$ cat src/rtl/dmux_stream.sv
// Registered 1-to-NWAY stream demux with per-channel holding registers,
// independent valid/ready back-pressure and an all-or-nothing broadcast.
module dmux_stream #(
   parameter  int WIDTH = 16,
   parameter  int NWAY  = 8,
   localparam int SELW  = $clog2(NWAY)
) (
   input  logic                  clk,
   input  logic                  reset,
   input  logic [WIDTH-1:0]      in_data,
   input  logic [SELW-1:0]       in_sel,
   input  logic                  in_bcast,
   input  logic                  in_valid,
   output logic                  in_ready,
   output logic [NWAY*WIDTH-1:0] out_data,
   output logic [NWAY-1:0]       out_valid,
   input  logic [NWAY-1:0]       out_ready,
   output logic                  err_sel
);

   logic [NWAY-1:0][WIDTH-1:0] data_q;
   logic [NWAY-1:0]            full_q;
   logic [NWAY-1:0]            free;
   logic [NWAY-1:0]            wr;
   logic                       legal;
   logic                       sel_free;
   logic                       acc;

   assign free  = ~full_q | out_ready;
   assign legal = int'(in_sel) < NWAY;

   always_comb begin
      sel_free = 1'b0;
      for (int i = 0; i < NWAY; i++) begin
         if (int'(in_sel) == i) sel_free = free[i];
      end
   end

   // An out-of-range select is always accepted so the bad word is flushed.
   assign in_ready = in_bcast ? &free : (!legal || sel_free);
   assign acc      = in_valid && in_ready;

   always_comb begin
      wr = '0;
      for (int i = 0; i < NWAY; i++) begin
         wr[i] = acc && (in_bcast || int'(in_sel) == i);
      end
   end

   always_ff @(posedge clk) begin
      if (reset) begin
         data_q  <= '0;
         full_q  <= '0;
         err_sel <= 1'b0;
      end else begin
         for (int i = 0; i < NWAY; i++) begin
            if (wr[i]) begin
               data_q[i] <= in_data;
               full_q[i] <= 1'b1;
            end else if (out_ready[i]) begin
               full_q[i] <= 1'b0;
            end
         end
         err_sel <= acc && !in_bcast && !legal;
      end
   end

   assign out_data  = data_q;
   assign out_valid = full_q;

endmodule

$ cat config.mk
export PLATFORM = sky130hd
export DESIGN_NAME = dmux_stream
export DESIGN_NICKNAME = d
export VERILOG_FILES = /design/src/rtl/dmux_stream.sv
export SDC_FILE = /design/constraint.sdc
export NUM_CORES = 1
export LEC_CHECK = 0
export CORE_MARGIN = 1
export CORE_UTILIZATION = 35
export DETAILED_ROUTE_END_ITERATION = 12
export PLACE_DENSITY = 0.66
export SETUP_SLACK_MARGIN = 0.3
export SLEW_MARGIN = 0
export SYNTH_ARGS = -nofsm -noshare
export SYNTH_HDL_FRONTEND = slang
export SYNTH_SLANG_ARGS = --single-unit
$ cat constraint.sdc
create_clock -name clk -period 2.7 [get_ports clk]
set_clock_uncertainty 0.05 [all_clocks]
set_input_delay 0.54 -clock clk [delete_from_list [all_inputs] [get_ports clk]]
set_output_delay 0.54 -clock clk [all_outputs]
set_load 0.05 [all_outputs]
==> flow_metrics.py <==
metrics = {
    "status": {
        "outcome": "finished, final reports clean",
    },
    "placement": {
        "io_buffer_count": 167,
        "post-dp-hpwl_mm": 10.4,
        "place_inst": 847,
        "gp_congestion": 0.960,
    },
    "synthesis": {
        "synth.distinct_cells": 31,
        "syn-num-nets": 536,
        "async_reset_ff_share_pct": 0,
        "yosysWarnings": 0,
        "synth_edf_count": 0,
        "synth_area_mm2": 0.00544,
        "avgSynthCellArea_um2": 10.8,
        "synth.ff_latch_count": 136,
        "ys_seq_area_share_pct": 50.0,
        "syn_inst": 505,
        "synth_flop_cell": "dfxtp_1",
    },
    "pwr": {
        "switching_share_pct": 29.6,
        "p_clk_share_pct": 39.9,
        "pwr-share-seq_pct": 38.1,
        "p_int_uw": 4100,
        "power_uw": 5820,
        "comb_power_share_pct": 22.1,
        "switchingPower_uw": 1720,
        "leakage_uw": 0.00360,
        "power_density_mw_per_mm2": 717,
        "irDropWorstVdd_uv": 469,
    },
    "die": {
        "ios": 169,
        "dieHeight_um": 127,
        "rows": 45,
        "core_mm2": 0.0152,
        "dieArea_mm2": 0.0161,
        "initial_core_util_pct": 35.8,
        "die_w_um": 127,
    },
    "sta": {
        "fin_tns_setup_ps": 0,
        "tightest_slew_ps": 581,
        "setup_violations": 0,
        "fin_crit_sh_pct": 88.6,
        "final_max_slew_viol_count": 0,
        "slew_headroom_pct": 61.1,
        "rsz0062_at_grt": "yes",
        "min_period_ps": 2390,
        "holdWs_ps": 423,
        "hold_violations": 0,
        "fmax_ghz": 0.418,
    },
    "clock_network": {
        "h-tree-depth": 4,
        "clock-sinks": 136,
        "insertion_delay_ps": 420,
        "tritoncts": "yes",
        "clk_pin_slew_worst_paths_ps": 50,
        "cts.path.max_buffers": 2,
        "ctsHoldBuffers": 0,
        "cts_buffers": 17,
        "clockRootBuffer": "clkbuf_16",
    },
    "detailed_routing": {
        "vias_per_cell": 4.76,
        "wl_per_cell_um": 16.7,
        "drt-initial-drc-count": 217,
        "drt_pass1_iterations": 7,
        "drc": 0,
        "routed_wl_mm": 14.8,
        "ant_nets": 0,
        "num_vias": 4208,
    },
    "grt": {
        "grt_first_pass_wirelength_mm": 23.7,
        "grt_pass1_vias": 4408,
        "grt_antenna_before_repair": 0,
        "grt_use_total_pct": 19.4,
        "grt_max_degree": 52,
        "grt_overflow": 0,
    },
    "final_layout": {
        "area_growth_pct": 49.1,
        "fillerInstances": 1319,
        "fin_nets": 714,
        "fin_cells": 884,
        "layout-drive-gt1-share_pct": 13.4,
        "diodes": 0,
    },
    "critical_path": {
        "cpMaxStageDelayCell": "or3_4",
        "cp-start-kind": "primary input",
        "crit_buf_inv": 2,
        "cp_top_family": "simple AND/OR/NAND/NOR gates",
        "cpPeakStageDelay_ps": 370,
        "critical_path_arrival_ps": 1800,
        "cp_cell_sequence": "dlygate4sd2_1 -> nand2b_4 -> a32o_1 -> or3_4 -> and3_4 -> buf_12",
        "worstSetupEndpointType": "primary output",
        "critical_path.max_fanout": 3,
        "crit_required_ps": 2110,
        "worstSetupPathType": "in2out",
    },
    "job": {
        "max_cap_violations": 0,
    },
    "worst_hold_path": {
        "hold_class": "reg2reg",
    },
}
cell families (layout without fill, tap and decap cells):
group,after synthesis,in the layout,synth area share [%]
and+or+nand+nor,177,177,18.8
DFF,136,136,50.0
muxes,128,128,23.5
buffers and inverters,40,231,4.78
AOI/OAI and AO/OA,23,23,2.76
other,1,1,0.0689
power groups by stage:
| stage | clock network (µW) | logic (µW) | registers, µW |
|---|---|---|---|
| after floorplan | 0 | 387 | 2700 |
| after global placement | 0 | 1250 | 2250 |
| after detailed placement | 0 | 1270 | 2250 |
| after CTS | 2380 | 1290 | 2220 |
| after global routing | 2470 | 1350 | 2230 |
| final | 2320 | 1280 | 2220 |
Yosys cell counts (all sizes together), types with 3 or more instances:
master	number	area share [%]
a21oi	10	0.92
and3	4	0.55
buf	22	3.5
clkbuf	17	1.2
dfxtp	136	50
mux2i	128	24
nand2b	121	14
nand4	4	0.46
nor2	35	2.4
nor2b	5	0.71
nor3	3	0.28
o211ai	4	0.55
metal layers:
layer | part of all wire (%) | GRT usage [%] | vias to the layer above
met4 | 2.2 | 7.07 | 0
li1 | - | - | 2039
met2 | 45 | 29.8 | 145
met3 | 6.5 | 7.21 | 18
met5 | 0 | 0 | -
met1 | 46 | 24.8 | 2006
flip-flops by register name, indices dropped and copies added, names as in the netlist:
register,flops
out_data,128
out_valid,8
worst min-delay path, cell delays in order (launching register included):
cell,delay [ps]
dfxtp_1,310
nand2b_1,60
mux2i_1,50
layout make-up:
type	instances	area [µm²]	share of cell area, %
Tap cell	188	235	2.90
Inverter	1	3.75	0.0462
Multi-Input combinational cell	329	2560	31.6
Clock inverter	13	154	1.90
Clock buffer	19	443	5.46
Sequential cell	136	2730	33.6
Timing Repair Buffer	198	1990	24.5
cells in the final DEF (no fill, tap or decap), types with 2 or more instances in the layout:
master / instances
clkdlybuf4s50_1: 154
dfxtp_1: 131
mux2i_1: 128
nand2b_1: 114
nor2_1: 35
buf_4: 26
clkbuf_16: 17
a21oi_1: 8
buf_12: 8
nand2b_4: 7
clkinv_2: 6
clkdlybuf4s15_1: 5
dfxtp_2: 5
nand4_1: 4
o211ai_1: 4
and3_4: 3
nor3_1: 3
clkinv_4: 3
bufinv_16: 3
dlygate4sd2_1: 3
nor2b_4: 2
a21oi_2: 2
nor2b_1: 2
a21o_1: 2
nand3_1: 2
timing repair:
item,4_1_cts,5_1_grt
cloned,0,0
pin swaps,7,5
setup buffers,5,0
gates resized for setup,44,6
setup endpoints to repair,2,1
path summary, 6_finish.rpt:
| path | start | slack, ps | cells after the start | to |
|---|---|---|---|---|
| min reg2reg | out_data[55] | 420 | 2 | out_data[55] |
| max reg2reg | out_valid[6] | 520 | 9 | out_data[33] |
| min | out_data[55] | 420 | 2 | out_data[55] |
| max | out_ready[3] | 310 | 6 | in_ready |
per-stage QoR:
step | cell area [µm²] | util (%) | setup slack (ps)
3_3_place_gp | 7390 | 48.6 | -81.0
2_1_floorplan | 5450 | - | 347
3_5_place_dp | 7390 | 48.6 | -128
6_report | 8120 | 53.4 | 307
5_1_grt | 8120 | 53.4 | 279
4_1_cts | 8110 | 53.3 | 290
Note: power is estimated with default switching activity, not from simulation.
